<file path="src/rtl/gaussian_ctrl_pkg.sv">
// Shared types and constants for the two-pass 3-tap Gaussian address sequencer.
// Latency: n/a (declarations only).
// Backpressure: n/a.
package gaussian_ctrl_pkg;

  localparam int DEF_WIDTH  = 256;
  localparam int DEF_HEIGHT = 256;
  localparam int DEF_ADDR_W = 21;

  // Pass select: H reads buffer 1 / writes buffer 2, V reads buffer 2 / writes buffer 1
  localparam logic PASS_H = 1'b0;
  localparam logic PASS_V = 1'b1;

  // Tap index within a pixel: previous neighbour, centre, next neighbour
  localparam logic [1:0] TAP_PREV = 2'd0;
  localparam logic [1:0] TAP_CTR  = 2'd1;
  localparam logic [1:0] TAP_NEXT = 2'd2;

  typedef enum logic [2:0] {
    S_IDLE = 3'd0,
    S_RD   = 3'd1,
    S_WR   = 3'd2,
    S_FIN  = 3'd3,
    S_HALT = 3'd4
  } state_t;

endpackage

</file>
<file path="src/rtl/gaussian_addr_gen.sv">
// Maps (pass, tap, row, col) to the border-clamped read address and the write address.
// Latency: purely combinational.
// Backpressure: none; addresses follow the inputs directly.
module gaussian_addr_gen
  import gaussian_ctrl_pkg::*;
#(
  parameter int WIDTH  = DEF_WIDTH,
  parameter int HEIGHT = DEF_HEIGHT,
  parameter int ADDR_W = DEF_ADDR_W
) (
  input  logic              i_pass,
  input  logic [1:0]        i_tap,
  input  logic [ADDR_W-1:0] i_row,
  input  logic [ADDR_W-1:0] i_col,
  output logic [ADDR_W-1:0] o_raddr,
  output logic [ADDR_W-1:0] o_waddr
);

  logic [ADDR_W-1:0] w_row;
  logic [ADDR_W-1:0] w_col;

  // Neighbour offset along the pass direction, replicating the border pixel at the edges
  always_comb begin
    w_row = i_row;
    w_col = i_col;
    if (i_pass == PASS_H) begin
      if (i_tap == TAP_PREV && i_col != '0)
        w_col = i_col - ADDR_W'(1);
      else if (i_tap == TAP_NEXT && i_col != ADDR_W'(WIDTH - 1))
        w_col = i_col + ADDR_W'(1);
    end else begin
      if (i_tap == TAP_PREV && i_row != '0)
        w_row = i_row - ADDR_W'(1);
      else if (i_tap == TAP_NEXT && i_row != ADDR_W'(HEIGHT - 1))
        w_row = i_row + ADDR_W'(1);
    end
    o_raddr = w_row * ADDR_W'(WIDTH) + w_col;
    o_waddr = i_row * ADDR_W'(WIDTH) + i_col;
  end

endmodule

</file>
<file path="src/rtl/gaussian_ctrl.sv">
// Two-pass separable blur sequencer: 3 reads + 1 write per pixel, H pass then V pass, then writefile.
// Latency: first read the edge after rst drops; writefile at edge 8*WIDTH*HEIGHT+1.
// Backpressure: none; the external memories and datapath must keep up every cycle.
module gaussian_ctrl
  import gaussian_ctrl_pkg::*;
#(
  parameter int WIDTH  = DEF_WIDTH,
  parameter int HEIGHT = DEF_HEIGHT,
  parameter int ADDR_W = DEF_ADDR_W
) (
  input  logic              clk,
  input  logic              rst,
  output logic [ADDR_W-1:0] raddr,
  output logic [ADDR_W-1:0] waddr,
  output logic              ren1,
  output logic              wen1,
  output logic              ren2,
  output logic              wen2,
  output logic              writefile
);

  state_t            r_state;
  state_t            w_state_nx;
  logic              r_pass;
  logic              w_pass_nx;
  logic [1:0]        r_tap;
  logic [1:0]        w_tap_nx;
  logic [ADDR_W-1:0] r_row;
  logic [ADDR_W-1:0] w_row_nx;
  logic [ADDR_W-1:0] r_col;
  logic [ADDR_W-1:0] w_col_nx;
  logic [ADDR_W-1:0] r_raddr_hold;
  logic [ADDR_W-1:0] r_waddr_hold;
  logic [ADDR_W-1:0] w_gen_raddr;
  logic [ADDR_W-1:0] w_gen_waddr;
  logic              w_last_col;
  logic              w_last_pix;

  gaussian_addr_gen #(
    .WIDTH  (WIDTH),
    .HEIGHT (HEIGHT),
    .ADDR_W (ADDR_W)
  ) u_addr_gen (
    .i_pass  (r_pass),
    .i_tap   (r_tap),
    .i_row   (r_row),
    .i_col   (r_col),
    .o_raddr (w_gen_raddr),
    .o_waddr (w_gen_waddr)
  );

  assign w_last_col = (r_col == ADDR_W'(WIDTH - 1));
  assign w_last_pix = w_last_col && (r_row == ADDR_W'(HEIGHT - 1));

  // State, scan counters and held addresses; reset returns everything to the pre-run values
  always_ff @(posedge clk) begin
    if (rst) begin
      r_state      <= S_IDLE;
      r_pass       <= PASS_H;
      r_tap        <= TAP_PREV;
      r_row        <= '0;
      r_col        <= '0;
      r_raddr_hold <= '0;
      r_waddr_hold <= '0;
    end else begin
      r_state      <= w_state_nx;
      r_pass       <= w_pass_nx;
      r_tap        <= w_tap_nx;
      r_row        <= w_row_nx;
      r_col        <= w_col_nx;
      r_raddr_hold <= raddr;
      r_waddr_hold <= waddr;
    end
  end

  // Next state: three tap reads then a write per pixel, row-major, H pass rolls straight into V
  always_comb begin
    w_state_nx = r_state;
    w_pass_nx  = r_pass;
    w_tap_nx   = r_tap;
    w_row_nx   = r_row;
    w_col_nx   = r_col;
    case (r_state)
      S_IDLE: begin
        w_state_nx = S_RD;
        w_tap_nx   = TAP_PREV;
      end
      S_RD: begin
        if (r_tap == TAP_NEXT) w_state_nx = S_WR;
        else                   w_tap_nx   = r_tap + 2'd1;
      end
      S_WR: begin
        w_tap_nx = TAP_PREV;
        if (w_last_pix) begin
          w_row_nx = '0;
          w_col_nx = '0;
          if (r_pass == PASS_H) begin
            w_pass_nx  = PASS_V;
            w_state_nx = S_RD;
          end else begin
            w_state_nx = S_FIN;
          end
        end else begin
          w_state_nx = S_RD;
          if (w_last_col) begin
            w_col_nx = '0;
            w_row_nx = r_row + ADDR_W'(1);
          end else begin
            w_col_nx = r_col + ADDR_W'(1);
          end
        end
      end
      S_FIN:   w_state_nx = S_HALT;
      S_HALT:  w_state_nx = S_HALT;
      default: w_state_nx = S_IDLE;
    endcase
  end

  // Moore output decode; addresses hold their last value while their enable is low
  always_comb begin
    ren1      = (r_state == S_RD) && (r_pass == PASS_H);
    ren2      = (r_state == S_RD) && (r_pass == PASS_V);
    wen2      = (r_state == S_WR) && (r_pass == PASS_H);
    wen1      = (r_state == S_WR) && (r_pass == PASS_V);
    writefile = (r_state == S_FIN);
    raddr     = (r_state == S_RD) ? w_gen_raddr : r_raddr_hold;
    waddr     = (r_state == S_WR) ? w_gen_waddr : r_waddr_hold;
  end

endmodule

</file>
<file path="config.mk">
export PLATFORM = sky130hd
export DESIGN_NAME = gaussian_ctrl
export DESIGN_NICKNAME = d
export VERILOG_FILES = /design/src/rtl/gaussian_ctrl_pkg.sv /design/src/rtl/gaussian_addr_gen.sv /design/src/rtl/gaussian_ctrl.sv
export SDC_FILE = /design/constraint.sdc
export NUM_CORES = 1
export LEC_CHECK = 0
export CORE_AREA = 4 4 131 133
export CTS_CLUSTER_SIZE = 28
export DETAILED_ROUTE_END_ITERATION = 7
export DIE_AREA = 0 0 135 137
export GPL_ROUTABILITY_DRIVEN = 0
export HOLD_SLACK_MARGIN = 0.15
export PLACE_DENSITY_LB_ADDON = 0.3
export SLEW_MARGIN = 10
export SYNTH_ARGS = -nofsm -noshare
export SYNTH_HDL_FRONTEND = slang
export SYNTH_SLANG_ARGS = --single-unit
</file>
<file path="constraint.sdc">
create_clock -name clk -period 8.4 [get_ports clk]
set_input_delay 1.26 -clock clk [delete_from_list [all_inputs] [get_ports clk]]
set_output_delay 1.26 -clock clk [all_outputs]
set_load 0.03 [all_outputs]
</file>
After elaboration in Yosys (flattened, before gate mapping)
Cells that the tools add are included.
{"block": "word_totals", "out_inout_bits": 47, "input_bits": 2, "word_cells": 64, "register_bits": 90}
{"block": "classes", "n_mux": 18, "n_addsub": 7, "n_eq_ne": 11, "bitwise_logic": 1, "n_reduce_logical": 20}
{"op": "21-bit 2-to-1 mux", "count": 9}
{"op": "21-bit by 1-bit adder with 21-bit output, second input constant", "count": 2}
{"op": "21-bit adder", "count": 2}
{"op": "21-bit by 8-bit equality test with 1-bit output, second input constant", "count": 2}
{"op": "21-bit by 8-bit != test with 1-bit output, second input constant", "count": 2}
{"op": "21-bit nonzero test", "count": 2}
{"op": "13-bit 2-to-1 mux", "count": 3}
{"op": "21-bit by 1-bit subtractor with 21-bit output, second input constant", "count": 1}
{"op": "13-bit by 1-bit subtractor with 13-bit output, second input constant", "count": 1}
{"op": "3-bit case mux with 4 select lines", "count": 1}
{"op": "1-bit logical AND", "count": 9}
{"op": "3-bit by 2-bit equality test with 1-bit output, second input constant", "count": 2}
{"op": "3-bit 2-to-1 mux", "count": 2}
{"op": "2-bit AND reduction", "count": 3}
{"op": "2-bit 2-to-1 mux", "count": 2}
{"op": "2-bit != test, second input constant", "count": 2}
{"op": "2-bit case mux with 2 select lines", "count": 1}
{"op": "2-bit nonzero test", "count": 2}
{"op": "2-bit OR reduction", "count": 2}
{"op": "3-bit by 1-bit equality test with 1-bit output, second input constant", "count": 1}
{"op": "3-bit equality test, second input constant", "count": 1}
{"op": "3-bit zero test", "count": 1}
{"op": "2-bit by 1-bit adder with 2-bit output, second input constant", "count": 1}
{"op": "2-bit equality test, second input constant", "count": 1}
{"op": "other kinds (2)", "count": 2}

Depth between registers and ports, before layout
Gate-level depths: netlist (run 1).
{"block": "logic_depth", "depth_word": 7, "depth_mapped": 19, "ltp_nobuf": 17}

Hierarchy
Synthesis (run 1) repeated with hierarchy kept, for this count alone.
{"block": "unflattened", "cells_unflattened": 818, "area_unflattened_um2": 6324.8}
{"module": "gaussian_ctrl", "seq_area_each_um2": 1801.7, "n_inst": 1, "area_per_inst_um2": 3885.0, "cells_each": 455}
{"module": "gaussian_addr_gen", "seq_area_each_um2": 0.0, "n_inst": 1, "area_per_inst_um2": 2439.8, "cells_each": 363}

Least setup slack after synthesis (run 1)
Ideal clock, no wire load.
{"block": "synth_timing", "kind": "register to output", "startpoint": "reg r_col[10]", "endpoint": "out raddr[20]", "t_arrival_ns": 4.542, "setup_slack_ns": 2.598, "path_stages_with_launch": 19, "required_ns": 7.140, "cell_sequence": "dfxtp_1 > clkbuf_1 > or4_4 > or2_1 > o31ai_4 > nor2_1 > buf_2 > nand2_1 > a21oi_1 > xnor2_1 > ha_1 > fa_1 > a211oi_1 > nor2_1 > or3_1 > a221oi_1 > o21ai_0 > xor2_1 > o21ai_1"}
{"block": "synth_via", "elab_chain_cells": 7, "elab_cells_between_ends": 11, "cone_classes": "3 x add/sub; 1 x eq/ne; 4 x mux; 3 x reduce/logical"}
{"item": "start, declared", "line_no": "gaussian_ctrl.sv:30", "source": "logic [ADDR_W-1:0] r_col;"}
{"item": "start signal, assigned", "line_no": "gaussian_ctrl.sv:70", "source": "r_col <= w_col_nx;"}
{"item": "branches (longest 4 deep; another with 21-bit by 1-bit adder with 21-bit output)"}
{"item": "21-bit 2-to-1 mux (*)", "line_no": "gaussian_addr_gen.sv:26", "source": "if (i_pass == PASS_H) begin"}
{"item": "21-bit adder (*)", "line_no": "gaussian_addr_gen.sv:37", "source": "o_raddr = w_row * ADDR_W'(WIDTH) + w_col;"}
{"item": "21-bit 2-to-1 mux (*)", "line_no": "gaussian_ctrl.sv:126", "source": "raddr = (r_state == S_RD) ? w_gen_raddr : r_raddr_hold;"}
{"item": "end, declared", "line_no": "gaussian_ctrl.sv:13", "source": "output logic [ADDR_W-1:0] raddr,"}
Every way passes the cells marked *.

Worst setup path in the final report (run 1)
{"block": "layout_timing", "startpoint": "reg r_col[0]", "endpoint": "out raddr[20]"}
Same word-level chain as after synthesis.

==> impl_results.html, run 1 <==
<table>
<tr><th>Metric</th><th>Value</th></tr>
<tr><th colspan="2">Clock network</th></tr>
<tr><td>Clock buffers created by TritonCTS</td><td>9</td></tr>
<tr><td>Htree depth</td><td>3</td></tr>
<tr><td>Buffers from clock root to sink, at most</td><td>2</td></tr>
<tr><td>Post-CTS Setup Repair Bufs</td><td>0</td></tr>
<tr><td>Total of hold buffers inserted after clock tree synthesis</td><td>0</td></tr>
<tr><td>Register clock-pin slew on the reported worst setup and hold paths</td><td>0.07 ns</td></tr>
<tr><td>Post-CTS sizing</td><td>0</td></tr>
<tr><td>Root buffer selected by CTS</td><td>sky130_fd_sc_hd__clkbuf_16</td></tr>
<tr><td>CTS sink count</td><td>90</td></tr>
<tr><td>Latest clock arrival within the worst-skew pair</td><td>0.35 ns</td></tr>
<tr><td>CTS tree</td><td>yes</td></tr>
<tr><th colspan="2">Logic synthesis</th></tr>
<tr><td>Cell type contributing the most total cell area after synthesis</td><td>sky130_fd_sc_hd__dfxtp_1</td></tr>
<tr><td>FF+latch count, synth</td><td>90</td></tr>
<tr><td>Cells taking the most area after synthesis</td><td>sky130_fd_sc_hd__dfxtp_1 (28%), sky130_fd_sc_hd__nand2_1 (6.6%), sky130_fd_sc_hd__ha_1 (6.3%)</td></tr>
<tr><td>Share of flip-flops with an asynchronous set or reset</td><td>0%</td></tr>
<tr><td>Gate Count Post-Synth</td><td>832</td></tr>
<tr><td>Post-synthesis net count</td><td>868</td></tr>
<tr><td>Prevailing post-synth register cell</td><td>sky130_fd_sc_hd__dfxtp_1</td></tr>
<tr><td>Average cell area after synthesis</td><td>7.60 µm²</td></tr>
<tr><td>Post-synthesis instance area</td><td>0.00632 mm²</td></tr>
<tr><td>Syn. warnings</td><td>0</td></tr>
<tr><td>Number of library cell types mapped by synthesis</td><td>77</td></tr>
<tr><td>Number of synthesized flops with an enable pin</td><td>0</td></tr>
<tr><td>Fraction of the yosys area taken by sequential cells</td><td>28.5%</td></tr>
<tr><td>Area share of the largest cell type after synthesis</td><td>28.5%</td></tr>
<tr><th colspan="2">Worst setup path</th></tr>
<tr><td>Slack of the worst reg-to-reg path</td><td>3.59 ns</td></tr>
<tr><td>Critical path data arrival time</td><td>5.71 ns</td></tr>
<tr><td>Cell repeated most along the worst path</td><td>sky130_fd_sc_hd__nor2_1</td></tr>
<tr><td>R2r endpoint</td><td>r_raddr_hold[18]$_SDFF_PP0_</td></tr>
<tr><td>Worst Reg-to-Reg Cells</td><td>17</td></tr>
<tr><td>Crit path max-delay cell type</td><td>sky130_fd_sc_hd__clkdlybuf4s50_1</td></tr>
<tr><td>Crit-path max FO</td><td>10</td></tr>
<tr><td>Cell-by-cell listing of the critical path</td><td>ha_1 -&gt; nand3_1 -&gt; or2_2 -&gt; o31ai_4 -&gt; nor2_1 -&gt; buf_4 -&gt; a2bb2oi_1 -&gt; nor2_1 -&gt; xnor2_1 -&gt; fa_1 -&gt; a211oi_1 -&gt; nor2_1 -&gt; or3_1 -&gt; a221oi_1 -&gt; o21ai_0 -&gt; xor2_1 -&gt; o21ai_1 -&gt; clkdlybuf4s50_1</td></tr>
<tr><td>Type of origin of the critical path</td><td>flip-flop</td></tr>
<tr><td>Delay contributed by the slowest stage of the critical path</td><td>0.69 ns</td></tr>
<tr><td>Data required time at the worst endpoint</td><td>7.14 ns</td></tr>
<tr><td>Kind of critical path</td><td>reg -&gt; out</td></tr>
<tr><td>Crit path capture type</td><td>primary output</td></tr>
<tr><td>Reg-to-reg critical path startpoint</td><td>r_col[0]$_SDFFE_PP0P_</td></tr>
<tr><th colspan="2">STA</th></tr>
<tr><td>Remaining max-slew budget at the tightest pin</td><td>37.6%</td></tr>
<tr><td>Minimum clock period after layout</td><td>6.97 ns</td></tr>
<tr><td>Peak clock frequency supported by timing</td><td>143 MHz</td></tr>
<tr><td>Worst Hold Slack</td><td>0.463 ns</td></tr>
<tr><td>Total of endpoints with negative setup slack in the final report</td><td>0</td></tr>
<tr><td>Final setup skew</td><td>0.00963 ns</td></tr>
<tr><td>Final cycle utilization of the critical path</td><td>83.0%</td></tr>
<tr><td>Setup repair after global routing missed its margin</td><td>no</td></tr>
<tr><td>Endpoints failing hold</td><td>0</td></tr>
<tr><td>Final count of pins violating max slew</td><td>0</td></tr>
<tr><td>Worst slew pin tran</td><td>0.937 ns</td></tr>
<tr><td>Fin Setup TNS</td><td>0 ns</td></tr>
<tr><th colspan="2">GRT</th></tr>
<tr><td>First-pass GRT wire length</td><td>28000 µm</td></tr>
<tr><td>Number of antenna violations at the first check in global routing</td><td>0</td></tr>
<tr><td>All-Layer GR Usage</td><td>18.8%</td></tr>
<tr><td>Number of global-route vias before repair</td><td>5315</td></tr>
<tr><td>Remaining global-route overflow</td><td>0</td></tr>
<tr><td>Maximum number of pins on one net before global-route repair</td><td>83</td></tr>
<tr><th colspan="2">Final layout</th></tr>
<tr><td>Layout overhead on the synthesized area</td><td>13.4%</td></tr>
<tr><td>Post-layout net count</td><td>876</td></tr>
<tr><td>Ant diodes</td><td>0</td></tr>
<tr><td>Fraction of layout instances using a drive strength above 1</td><td>5.68%</td></tr>
<tr><th colspan="2">Power and ir drop</th></tr>
<tr><td>Total power divided by cell area</td><td>132 mW/mm²</td></tr>
<tr><td>IR Drop Worst-Case VDD</td><td>0.114 mV</td></tr>
<tr><td>Leakage</td><td>0.00272 µW</td></tr>
<tr><th colspan="2">Run</th></tr>
<tr><td>Maximum capacitance violations</td><td>0</td></tr>
<tr><th colspan="2">Routing</th></tr>
<tr><td>Detailed router's first-iteration violation count</td><td>506</td></tr>
<tr><td>DRC violation count after routing</td><td>0</td></tr>
<tr><td>Remaining antenna violation count</td><td>0</td></tr>
<tr><td>Mean routed wirelength per cell</td><td>16.2 µm</td></tr>
<tr><td>Total wire length</td><td>17200 µm</td></tr>
<tr><td>Via count</td><td>5866</td></tr>
<tr><td>Iteration count of the initial detailed-routing pass</td><td>6</td></tr>
<tr><td>Per-cell via count in the routed design</td><td>5.53</td></tr>
<tr><th colspan="2">Run status</th></tr>
<tr><td>Run status</td><td>finished clean</td></tr>
<tr><th colspan="2">Floorplan</th></tr>
<tr><td>Core area</td><td>0.0158 mm²</td></tr>
<tr><td>Cell Rows</td><td>46</td></tr>
<tr><td>I/O pin count</td><td>49</td></tr>
<tr><td>Effective utilization at floorplan</td><td>40.0%</td></tr>
<tr><td>Vertical extent of the die</td><td>137 µm</td></tr>
<tr><td>Die width</td><td>135 µm</td></tr>
<tr><td>Die Area</td><td>0.0185 mm²</td></tr>
<tr><th colspan="2">Min path</th></tr>
<tr><td>Hold path startpoint</td><td>r_waddr_hold[8]$_SDFF_PP0_</td></tr>
<tr><td>Worst-case hold path end point</td><td>r_waddr_hold[8]$_SDFF_PP0_</td></tr>
<tr><td>Worst Hold Path Cells</td><td>2</td></tr>
<tr><td>Classification of the worst-slack hold path</td><td>reg -&gt; reg</td></tr>
<tr><th colspan="2">Placement</th></tr>
<tr><td>Count of input and output buffers</td><td>48</td></tr>
<tr><td>Post-DP HPWL</td><td>12300 µm</td></tr>
</table>
-- per-stage QoR --
step	instances	total power (µW)	area (µm²)	setup WS (ns)	utilization [%]
final	1061	948	7170	1.43	45.3
after global placement	1045	474	6820	1.97	43.1
after CTS	1061	958	7170	1.47	45.3
after floorplan	832	465	6320	2.60	-
after global routing	1061	973	7170	1.02	45.3
after detailed placement	1045	474	6820	1.92	43.1
-- cell usage after synthesis (all sizes together) (3+ instances only) --
| cell type | number |
|---|---|
| nand3b | 8 |
| and2 | 5 |
| clkbuf | 44 |
| or2 | 4 |
| o22ai | 4 |
| nand2b | 3 |
| o21bai | 6 |
| nor3 | 22 |
| and4 | 4 |
| inv | 17 |
| nand2 | 112 |
| ha | 32 |
| nand4 | 15 |
| a21oi | 67 |
| a31o | 3 |
| a22oi | 6 |
| nor4 | 18 |
| nor2 | 83 |
| nor2b | 25 |
| a21o | 7 |
| or4 | 8 |
| nand3 | 25 |
| mux2 | 3 |
| xnor2 | 27 |
| mux2i | 4 |
| o211ai | 3 |
| a41oi | 3 |
| buf | 12 |
| a221o | 3 |
| xor2 | 33 |
| o21a | 5 |
| a211oi | 11 |
| or3 | 15 |
| nor3b | 7 |
| o21ai | 55 |
| and3 | 11 |
| o31ai | 6 |
| dfxtp | 90 |
-- worst max path at each step --
stage	from	slack (ns)	endpoint	depth (start not counted)
after floorplan	r_col[10]$_SDFFE_PP0P_	2.60	raddr[20]	18
after global placement	r_col[0]$_SDFFE_PP0P_	1.97	raddr[20]	18
after detailed placement	r_col[8]$_SDFFE_PP0P_	1.92	raddr[20]	17
after CTS	r_col[0]$_SDFFE_PP0P_	1.47	raddr[20]	18
after global routing	r_col[0]$_SDFFE_PP0P_	1.02	raddr[20]	18
final	r_col[0]$_SDFFE_PP0P_	1.43	raddr[20]	18
-- state kept, by name, indices dropped and copies added, names as in the netlist --
| register | cells |
|---|---|
| r_col | 21 |
| r_raddr_hold | 21 |
| r_row | 21 |
| r_waddr_hold | 21 |
| r_state | 3 |
| r_tap | 2 |
| r_pass | 1 |
-- cell type report --
type	count	area (µm²)
clock buffers	11	253
clock inverters	5	100
fillers	1599	8660
inverters	17	63.8
multi-input cells	668	4160
flip-flops and latches	90	1800
well taps	216	270
repair buffers	54	520
-- kinds of logic after synthesis --
kind of cell / share of synthesized area [%]
and+or+nand+nor: 29.4
AOI/OAI and AO/OA: 19.8
DFF: 28.5
buffers and inverters: 5.78
xor gates and xnor gates: 8.31
adders and majority gates: 6.96
muxes: 1.17
-- routing by layer --
layer	vias to the layer above	GRT usage (%)	part of all wire (%)
met5	-	0	0
met4	0	6.10	1.7
met3	21	4.89	7.1
met2	199	27.5	43
met1	2677	26.9	48
li1	2969	-	-
-- cells in the final DEF (no fill, tap or decap), types with 17 or more instances in the layout --
master and instances:
sky130_fd_sc_hd__o21ai_0 50, sky130_fd_sc_hd__nor2b_1 25, sky130_fd_sc_hd__xnor2_1 27, sky130_fd_sc_hd__ha_1 32, sky130_fd_sc_hd__nand3_1 25, sky130_fd_sc_hd__xor2_1 33, sky130_fd_sc_hd__nand2_1 111, sky130_fd_sc_hd__nor3_1 21
sky130_fd_sc_hd__a21oi_1 67, sky130_fd_sc_hd__nor2_1 82, sky130_fd_sc_hd__dfxtp_1 90, sky130_fd_sc_hd__clkdlybuf4s50_1 47, sky130_fd_sc_hd__inv_1 17
-- where the power goes --
group          switching, µW  leakage (µW)  internal, µW
logic                   24.7       0.00181          9.93
registers               1.23      0.000726           429
clock network            177      0.000176           306
-- critical path: cells and delay by family (launching register included) --
kind                       cells  cell delay [ns]
AOI/OAI and AO/OA              6             1.51
and+or+nand+nor                6             1.36
buffers and inverters          2             0.91
adders and majority gates      2             0.71
DFF                            1             0.49
xor gates and xnor gates       2             0.36
Note: power is estimated with default switching activity, not from simulation.
==> run 2, diff against run 1 <==
==> constraint.sdc (replaced) <==
create_clock -name clk -period 6.9 [get_ports clk]
set_input_delay 1.035 -clock clk [delete_from_list [all_inputs] [get_ports clk]]
set_output_delay 1.035 -clock clk [all_outputs]
set_load 0.03 [all_outputs]
==> run 2 against run 1 <==
Compared with the run above: sequential power up 22%; clock skew down 0.00098 ns; count of clock-buffer cells in the layout down 2; die area unchanged; first-iteration DRC count up 4.7%; core utilization up 0.17 points; critical path depth down 2; cell area up 0.38%; combinational power up 22%.
==> impl_results.html, run 2 (same netlist as run 1, synthesis figures left out) <==
<table>
<tr><th>Metric</th><th>Value</th></tr>
<tr><th colspan="2">Clock network</th></tr>
<tr><td>CTS tree</td><td>yes</td></tr>
<tr><td>Buffers from clock root to sink, at most</td><td>2</td></tr>
<tr><td>Total of hold buffers inserted after clock tree synthesis</td><td>0</td></tr>
<tr><td>Register clock-pin slew on the reported worst setup and hold paths</td><td>0.07 ns</td></tr>
<tr><td>Latest clock arrival within the worst-skew pair</td><td>0.36 ns</td></tr>
<tr><td>Htree depth</td><td>3</td></tr>
<tr><td>Clock buffers created by TritonCTS</td><td>9</td></tr>
<tr><td>Root buffer selected by CTS</td><td>sky130_fd_sc_hd__clkbuf_16</td></tr>
<tr><td>CTS sink count</td><td>90</td></tr>
<tr><th colspan="2">GRT</th></tr>
<tr><td>All-Layer GR Usage</td><td>19.2%</td></tr>
<tr><td>Number of global-route vias before repair</td><td>5419</td></tr>
<tr><td>Remaining global-route overflow</td><td>0</td></tr>
<tr><td>First-pass GRT wire length</td><td>28600 µm</td></tr>
<tr><td>Number of antenna violations at the first check in global routing</td><td>0</td></tr>
<tr><td>Maximum number of pins on one net before global-route repair</td><td>83</td></tr>
<tr><th colspan="2">Worst setup path</th></tr>
<tr><td>Delay contributed by the slowest stage of the critical path</td><td>0.67 ns</td></tr>
<tr><td>Crit path max-delay cell type</td><td>sky130_fd_sc_hd__clkdlybuf4s50_1</td></tr>
<tr><td>Cell-by-cell listing of the critical path</td><td>or4_4 -&gt; nor3_4 -&gt; a41oi_2 -&gt; nor2_2 -&gt; nand2_1 -&gt; a21oi_1 -&gt; xnor2_1 -&gt; ha_1 -&gt; fa_1 -&gt; a211oi_1 -&gt; nor2_1 -&gt; or3_1 -&gt; a221oi_1 -&gt; xnor2_1 -&gt; mux2_2 -&gt; clkdlybuf4s50_1</td></tr>
<tr><td>Worst Reg-to-Reg Cells</td><td>16</td></tr>
<tr><td>Data required time at the worst endpoint</td><td>5.86 ns</td></tr>
<tr><td>Cell repeated most along the worst path</td><td>sky130_fd_sc_hd__xnor2_1</td></tr>
<tr><td>Kind of cell adding the most delay to the critical path</td><td>simple AND/OR/NAND/NOR gates</td></tr>
<tr><td>Buffers and inverters on the worst path</td><td>1</td></tr>
<tr><td>Type of origin of the critical path</td><td>flip-flop</td></tr>
<tr><td>Kind of critical path</td><td>reg -&gt; out</td></tr>
<tr><td>Reg-to-reg critical path startpoint</td><td>r_col[2]$_SDFFE_PP0P_</td></tr>
<tr><td>Slack of the worst reg-to-reg path</td><td>2.27 ns</td></tr>
<tr><td>Critical path data arrival time</td><td>5.32 ns</td></tr>
<tr><td>Crit path capture type</td><td>primary output</td></tr>
<tr><td>R2r endpoint</td><td>r_raddr_hold[20]$_SDFF_PP0_</td></tr>
<tr><td>Critical path depth</td><td>16</td></tr>
<tr><td>Crit-path max FO</td><td>11</td></tr>
<tr><th colspan="2">Placement</th></tr>
<tr><td>Post-DP HPWL</td><td>12500 µm</td></tr>
<tr><td>Pre-CTS setup slack</td><td>0.608 ns</td></tr>
<tr><td>Count of input and output buffers</td><td>48</td></tr>
<tr><th colspan="2">Floorplan</th></tr>
<tr><td>Core area</td><td>0.0158 mm²</td></tr>
<tr><td>Cell Rows</td><td>46</td></tr>
<tr><td>I/O pin count</td><td>49</td></tr>
<tr><td>Die Area</td><td>0.0185 mm²</td></tr>
<tr><td>Vertical extent of the die</td><td>137 µm</td></tr>
<tr><td>Effective utilization at floorplan</td><td>40.0%</td></tr>
<tr><td>Die width</td><td>135 µm</td></tr>
<tr><th colspan="2">Run</th></tr>
<tr><td>Maximum capacitance violations</td><td>0</td></tr>
<tr><th colspan="2">STA</th></tr>
<tr><td>Final count of pins violating max slew</td><td>0</td></tr>
<tr><td>Fin Setup TNS</td><td>0 ns</td></tr>
<tr><td>Total of endpoints with negative setup slack in the final report</td><td>0</td></tr>
<tr><td>Endpoints failing hold</td><td>0</td></tr>
<tr><td>Setup repair after global routing missed its margin</td><td>no</td></tr>
<tr><td>Worst slew pin tran</td><td>0.957 ns</td></tr>
<tr><td>Remaining max-slew budget at the tightest pin</td><td>36.2%</td></tr>
<tr><td>Final setup skew</td><td>0.00864 ns</td></tr>
<tr><td>Minimum clock period after layout</td><td>6.36 ns</td></tr>
<tr><td>Final cycle utilization of the critical path</td><td>92.1%</td></tr>
<tr><td>Final critical-path setup slack</td><td>0.543 ns</td></tr>
<tr><td>Peak clock frequency supported by timing</td><td>157 MHz</td></tr>
<tr><td>Worst Hold Slack</td><td>0.462 ns</td></tr>
<tr><th colspan="2">Min path</th></tr>
<tr><td>Worst-case hold path end point</td><td>r_waddr_hold[18]$_SDFF_PP0_</td></tr>
<tr><td>Hold path startpoint</td><td>r_waddr_hold[18]$_SDFF_PP0_</td></tr>
<tr><td>Worst Hold Path Cells</td><td>2</td></tr>
<tr><td>Classification of the worst-slack hold path</td><td>reg -&gt; reg</td></tr>
<tr><th colspan="2">Run status</th></tr>
<tr><td>Run status</td><td>finished clean</td></tr>
<tr><th colspan="2">Routing</th></tr>
<tr><td>Total wire length</td><td>17500 µm</td></tr>
<tr><td>Via count</td><td>5938</td></tr>
<tr><td>DRC violation count after routing</td><td>0</td></tr>
<tr><td>Iteration count of the initial detailed-routing pass</td><td>5</td></tr>
<tr><td>Detailed router's first-iteration violation count</td><td>530</td></tr>
<tr><td>Remaining antenna violation count</td><td>0</td></tr>
<tr><td>Mean routed wirelength per cell</td><td>16.4 µm</td></tr>
<tr><td>Highest routing layer actually used</td><td>met4</td></tr>
<tr><td>Routed wl met3</td><td>1070 µm</td></tr>
<tr><td>Per-cell via count in the routed design</td><td>5.57</td></tr>
<tr><td>Total length of routed met2 wires</td><td>7450 µm</td></tr>
<tr><td>Met1 WL</td><td>8560 µm</td></tr>
<tr><th colspan="2">Final layout</th></tr>
<tr><td>Fraction of layout instances using a drive strength above 1</td><td>6.58%</td></tr>
<tr><td>Filler Cell Count</td><td>1661</td></tr>
<tr><td>Commonest non-fill, non-tap cell in the layout</td><td>sky130_fd_sc_hd__nand2_1</td></tr>
<tr><td>Layout overhead on the synthesized area</td><td>13.8%</td></tr>
<tr><td>Multi-input logic area</td><td>0.00417 mm²</td></tr>
<tr><td>Post-layout net count</td><td>882</td></tr>
<tr><td>Ant diodes</td><td>0</td></tr>
<tr><td>FF+latch area</td><td>0.00180 mm²</td></tr>
<tr><td>Commonest cells after routing, fill and taps aside</td><td>sky130_fd_sc_hd__nand2_1 (111), sky130_fd_sc_hd__dfxtp_1 (90), sky130_fd_sc_hd__nor2_1 (81)</td></tr>
<tr><th colspan="2">Power and ir drop</th></tr>
<tr><td>IR Drop Worst-Case VDD</td><td>0.108 mV</td></tr>
<tr><td>Leakage</td><td>0.00274 µW</td></tr>
<tr><td>Total power divided by cell area</td><td>155 mW/mm²</td></tr>
</table>
run 2: cell types whose count changed in the layout (fill, tap and decap cells not counted), sizes merged:
| cell | change |
|---|---|
| buf | +6 |
| bufinv | -1 |
| clkbuf | -2 |
| clkdlybuf4s50 | -1 |
| clkinv | -2 |
| clkinvlp | +3 |
| dlymetal6s2s | +1 |
| inv | +2 |
run 2: what timing repair did:
action                                  4_1_cts  5_1_grt
endpoints found under the hold margin         0        0
setup buffers                                 0        2
gates resized for setup                       0        3
endpoints found under the setup margin        0        2
run 2: routing by layer:
metal	up-vias	global-route usage (%)
met5	-	0
met4	0	5.66
met3	23	4.30
met2	194	28.2
met1	2741	28.0
li1	2980	-
run 2: cell type report:
| cell class | instances | area share (%) |
|---|---|---|
| tap | 216 | 3.75 |
| timing repair buffer | 60 | 7.89 |
| inverter | 17 | 0.886 |
| sequential | 90 | 25.0 |
| clock buffer | 9 | 3.13 |
| multi-input combinational | 668 | 57.9 |
| clock inverter | 7 | 1.39 |
run 2: worst register-to-register path: stages, from the launching register on:
cell	delay [ns]
sky130_fd_sc_hd__dfxtp_1	0.41
sky130_fd_sc_hd__or4_4	0.62
sky130_fd_sc_hd__nor3_4	0.21
sky130_fd_sc_hd__a41oi_2	0.17
sky130_fd_sc_hd__nor2_2	0.43
sky130_fd_sc_hd__nand2_1	0.10
sky130_fd_sc_hd__a21oi_1	0.18
sky130_fd_sc_hd__xnor2_1	0.09
sky130_fd_sc_hd__ha_1	0.21
sky130_fd_sc_hd__fa_1	0.43
sky130_fd_sc_hd__a211oi_1	0.23
sky130_fd_sc_hd__nor2_1	0.11
sky130_fd_sc_hd__or3_1	0.40
sky130_fd_sc_hd__a221oi_1	0.38
sky130_fd_sc_hd__o21ai_0	0.18
sky130_fd_sc_hd__xor2_1	0.25
sky130_fd_sc_hd__o31ai_2	0.08
run 2: worst max path at each step:
| stage | startpoint | end | slack, ns |
|---|---|---|---|
| 2_1_floorplan | r_col[10]$_SDFFE_PP0P_ | raddr[20] | 1.32 |
| 3_3_place_gp | r_col[2]$_SDFFE_PP0P_ | raddr[20] | 0.69 |
| 3_5_place_dp | r_col[2]$_SDFFE_PP0P_ | raddr[20] | 0.61 |
| 4_1_cts | r_col[1]$_SDFFE_PP0P_ | raddr[20] | 0.16 |
| 5_1_grt | r_col[1]$_SDFFE_PP0P_ | raddr[18] | 0.23 |
| 6_report | r_col[2]$_SDFFE_PP0P_ | raddr[18] | 0.54 |
run 2: power by group:
group / leakage, µW / switching (µW) / internal (µW)
logic: 0.00186 / 30.3 / 12.0
clock network: 0.000149 / 229 / 320
registers: 0.000726 / 1.53 / 522
total: 0.00274 / 261 / 854
run 2: metrics by stage:
stage | area, µm² | power [µW] | utilization, % | instances
final | 7200 | 1110 | 45.5 | 1067
after global routing | 7200 | 1150 | 45.5 | 1067
after CTS | 7170 | 1130 | 45.3 | 1065
after detailed placement | 6850 | 577 | 43.3 | 1049
after global placement | 6850 | 577 | 43.3 | 1049
after floorplan | 6320 | 566 | - | 832
==> run 3, diff against run 2 <==
--- a/config.mk
+++ b/config.mk
@@ -5,10 +5,10 @@
 export SDC_FILE = /design/constraint.sdc
 export NUM_CORES = 1
 export LEC_CHECK = 0
-export CORE_AREA = 4 4 131 133
+export CORE_AREA = 4 4 138 127
 export CTS_CLUSTER_SIZE = 28
 export DETAILED_ROUTE_END_ITERATION = 7
-export DIE_AREA = 0 0 135 137
+export DIE_AREA = 0 0 142 131
 export GPL_ROUTABILITY_DRIVEN = 0
 export HOLD_SLACK_MARGIN = 0.15
 export PLACE_DENSITY_LB_ADDON = 0.3
==> run 3 against run 2 <==
Compared with the run above: wire length shrank 3.3%; register-to-register slack gained 0.11 ns; largest power group is now registers; critical endpoint is now raddr[20]; sequential power is essentially flat; first-iteration DRC count shrank 15%; power shrank 6.6%.
==> impl_results.html, run 3 (same netlist as run 1, synthesis figures left out) <==
<table>
<tr><th>Metric</th><th>Value</th></tr>
<tr><th colspan="2">GRT</th></tr>
<tr><td>All-Layer GR Usage</td><td>18.6%</td></tr>
<tr><td>Number of antenna violations at the first check in global routing</td><td>1</td></tr>
<tr><td>Number of global-route vias before repair</td><td>5260</td></tr>
<tr><td>Maximum number of pins on one net before global-route repair</td><td>83</td></tr>
<tr><td>Remaining global-route overflow</td><td>0</td></tr>
<tr><td>First-pass GRT wire length</td><td>27700 µm</td></tr>
<tr><th colspan="2">STA</th></tr>
<tr><td>Peak clock frequency supported by timing</td><td>156 MHz</td></tr>
<tr><td>Remaining max-slew budget at the tightest pin</td><td>34.8%</td></tr>
<tr><td>Final setup skew</td><td>0.0124 ns</td></tr>
<tr><td>Setup repair after global routing missed its margin</td><td>no</td></tr>
<tr><td>Final critical-path setup slack</td><td>0.477 ns</td></tr>
<tr><td>Total of endpoints with negative setup slack in the final report</td><td>0</td></tr>
<tr><td>Worst slew pin tran</td><td>0.969 ns</td></tr>
<tr><td>Endpoints failing hold</td><td>0</td></tr>
<tr><td>Fin Setup TNS</td><td>0 ns</td></tr>
<tr><td>Worst Hold Slack</td><td>0.462 ns</td></tr>
<tr><td>Final cycle utilization of the critical path</td><td>93.1%</td></tr>
<tr><td>Minimum clock period after layout</td><td>6.42 ns</td></tr>
<tr><td>Final count of pins violating max slew</td><td>0</td></tr>
<tr><th colspan="2">Worst setup path</th></tr>
<tr><td>Critical path data arrival time</td><td>5.39 ns</td></tr>
<tr><td>Delay contributed by the slowest stage of the critical path</td><td>0.68 ns</td></tr>
<tr><td>Reg-to-reg critical path startpoint</td><td>r_row[12]$_SDFFE_PP0P_</td></tr>
<tr><td>Type of origin of the critical path</td><td>flip-flop</td></tr>
<tr><td>Kind of cell adding the most delay to the critical path</td><td>simple AND/OR/NAND/NOR gates</td></tr>
<tr><td>Data required time at the worst endpoint</td><td>5.86 ns</td></tr>
<tr><td>Worst Reg-to-Reg Cells</td><td>15</td></tr>
<tr><td>Last element of the critical path</td><td>raddr[20]</td></tr>
<tr><td>R2r endpoint</td><td>r_raddr_hold[18]$_SDFF_PP0_</td></tr>
<tr><td>Crit-path max FO</td><td>11</td></tr>
<tr><td>Slack of the worst reg-to-reg path</td><td>2.38 ns</td></tr>
<tr><td>Kind of critical path</td><td>reg -&gt; out</td></tr>
<tr><td>Buffers and inverters on the worst path</td><td>1</td></tr>
<tr><td>Critical path depth</td><td>16</td></tr>
<tr><td>Crit path capture type</td><td>primary output</td></tr>
<tr><td>Source of the critical timing path</td><td>r_row[12]$_SDFFE_PP0P_</td></tr>
<tr><td>Cell-by-cell listing of the critical path</td><td>nor4_1 -&gt; nand4_1 -&gt; o21ai_1 -&gt; nand3_1 -&gt; o21ai_0 -&gt; nand2_1 -&gt; xnor2_1 -&gt; ha_1 -&gt; a211oi_1 -&gt; nor2_1 -&gt; or3_1 -&gt; a221oi_1 -&gt; o21ai_0 -&gt; xor2_1 -&gt; o21ai_1 -&gt; clkdlybuf4s50_1</td></tr>
<tr><td>Crit path max-delay cell type</td><td>sky130_fd_sc_hd__clkdlybuf4s50_1</td></tr>
<tr><th colspan="2">Run</th></tr>
<tr><td>Maximum capacitance violations</td><td>0</td></tr>
<tr><th colspan="2">Clock network</th></tr>
<tr><td>Htree depth</td><td>3</td></tr>
<tr><td>Buffers from clock root to sink, at most</td><td>2</td></tr>
<tr><td>Total of hold buffers inserted after clock tree synthesis</td><td>0</td></tr>
<tr><td>Latest clock arrival within the worst-skew pair</td><td>0.36 ns</td></tr>
<tr><td>Clock buffers created by TritonCTS</td><td>9</td></tr>
<tr><td>CTS tree</td><td>yes</td></tr>
<tr><td>Root buffer selected by CTS</td><td>sky130_fd_sc_hd__clkbuf_16</td></tr>
<tr><td>CTS sink count</td><td>90</td></tr>
<tr><td>Register clock-pin slew on the reported worst setup and hold paths</td><td>0.07 ns</td></tr>
<tr><th colspan="2">Routing</th></tr>
<tr><td>Via count</td><td>5840</td></tr>
<tr><td>Remaining antenna violation count</td><td>0</td></tr>
<tr><td>Iteration count of the initial detailed-routing pass</td><td>5</td></tr>
<tr><td>Detailed router's first-iteration violation count</td><td>450</td></tr>
<tr><td>DRC violation count after routing</td><td>0</td></tr>
<tr><td>Per-cell via count in the routed design</td><td>5.53</td></tr>
<tr><td>Total wire length</td><td>16900 µm</td></tr>
<tr><td>Mean routed wirelength per cell</td><td>16.0 µm</td></tr>
<tr><th colspan="2">Placement</th></tr>
<tr><td>Pre-CTS setup slack</td><td>0.743 ns</td></tr>
<tr><td>Post-DP HPWL</td><td>12300 µm</td></tr>
<tr><td>Count of input and output buffers</td><td>48</td></tr>
<tr><th colspan="2">Floorplan</th></tr>
<tr><td>Effective utilization at floorplan</td><td>39.5%</td></tr>
<tr><td>Die width</td><td>142 µm</td></tr>
<tr><td>Vertical extent of the die</td><td>131 µm</td></tr>
<tr><td>I/O pin count</td><td>49</td></tr>
<tr><td>Core area</td><td>0.0160 mm²</td></tr>
<tr><td>Cell Rows</td><td>44</td></tr>
<tr><td>Die Area</td><td>0.0186 mm²</td></tr>
<tr><th colspan="2">Min path</th></tr>
<tr><td>Classification of the worst-slack hold path</td><td>reg -&gt; reg</td></tr>
<tr><th colspan="2">Power and ir drop</th></tr>
<tr><td>Leakage</td><td>0.00270 µW</td></tr>
<tr><td>Total power divided by cell area</td><td>146 mW/mm²</td></tr>
<tr><td>IR Drop Worst-Case VDD</td><td>0.124 mV</td></tr>
<tr><th colspan="2">Final layout</th></tr>
<tr><td>Ant diodes</td><td>0</td></tr>
<tr><td>Commonest non-fill, non-tap cell in the layout</td><td>sky130_fd_sc_hd__nand2_1</td></tr>
<tr><td>Fraction of layout instances using a drive strength above 1</td><td>6.35%</td></tr>
<tr><td>Post-layout net count</td><td>881</td></tr>
<tr><td>Commonest cells after routing, fill and taps aside</td><td>sky130_fd_sc_hd__nand2_1 (111), sky130_fd_sc_hd__dfxtp_1 (89), sky130_fd_sc_hd__nor2_1 (82)</td></tr>
<tr><td>Layout overhead on the synthesized area</td><td>12.6%</td></tr>
<tr><th colspan="2">Run status</th></tr>
<tr><td>Run status</td><td>finished clean</td></tr>
</table>
run 3: layout make-up:
cell class              instances  area [µm²]
clock buffers                   9         225
repair buffers                 59         558
inverters                      17        63.8
clock inverters                 7        52.6
fillers                      1595        8900
flip-flops and latches         90        1800
multi-input cells             668        4160
well taps                     207         259
run 3: worst min-delay path by stage:
stage | to | startpoint | depth (start not counted) | slack, ns
floorplan | r_waddr_hold[18]$_SDFF_PP0_ | r_waddr_hold[18]$_SDFF_PP0_ | 2 | 0.44
global placement | r_waddr_hold[4]$_SDFF_PP0_ | r_waddr_hold[4]$_SDFF_PP0_ | 2 | 0.45
detailed placement | r_waddr_hold[7]$_SDFF_PP0_ | r_waddr_hold[7]$_SDFF_PP0_ | 2 | 0.46
CTS | r_waddr_hold[18]$_SDFF_PP0_ | r_waddr_hold[18]$_SDFF_PP0_ | 2 | 0.46
global route | r_waddr_hold[8]$_SDFF_PP0_ | r_waddr_hold[8]$_SDFF_PP0_ | 2 | 0.49
finish | r_waddr_hold[8]$_SDFF_PP0_ | r_waddr_hold[8]$_SDFF_PP0_ | 2 | 0.46
run 3: tightest hold or removal path: cells and delay by family (launching register included):
family,cells,cell delay [ns]
AOI/OAI and AO/OA,1,0.06
DFF,1,0.30
and+or+nand+nor,1,0.06
run 3: per-layer routing:
layer  GRT usage (%)  vias to the layer above  share of wire, %
met3            4.18                       29               6.2
met4            5.81                        2               2.1
met5               0                        -             0.077
met2            27.7                      181                42
li1                -                     2982                 -
met1            26.7                     2646                50
run 3: power breakdown:
part	internal [µW]	total [µW]	switching (µW)
Sequential	522	523	1.48
Combinational	11.9	41.3	29.4
Clock	247	476	229
run 3: timing repair:
action | CTS | global route
resized for setup | 0 | 1
endpoints found under the setup margin | 0 | 1
buffers inserted | 0 | 1
run 3: metrics by stage:
step | area, µm² | power [µW] | utilization, % | std cells
floorplan | 6320 | 566 | - | 832
global placement | 6840 | 576 | 42.7 | 1040
detailed placement | 6840 | 577 | 42.7 | 1040
CTS | 7110 | 1050 | 44.4 | 1056
global route | 7120 | 1080 | 44.5 | 1057
finish | 7120 | 1040 | 44.5 | 1057
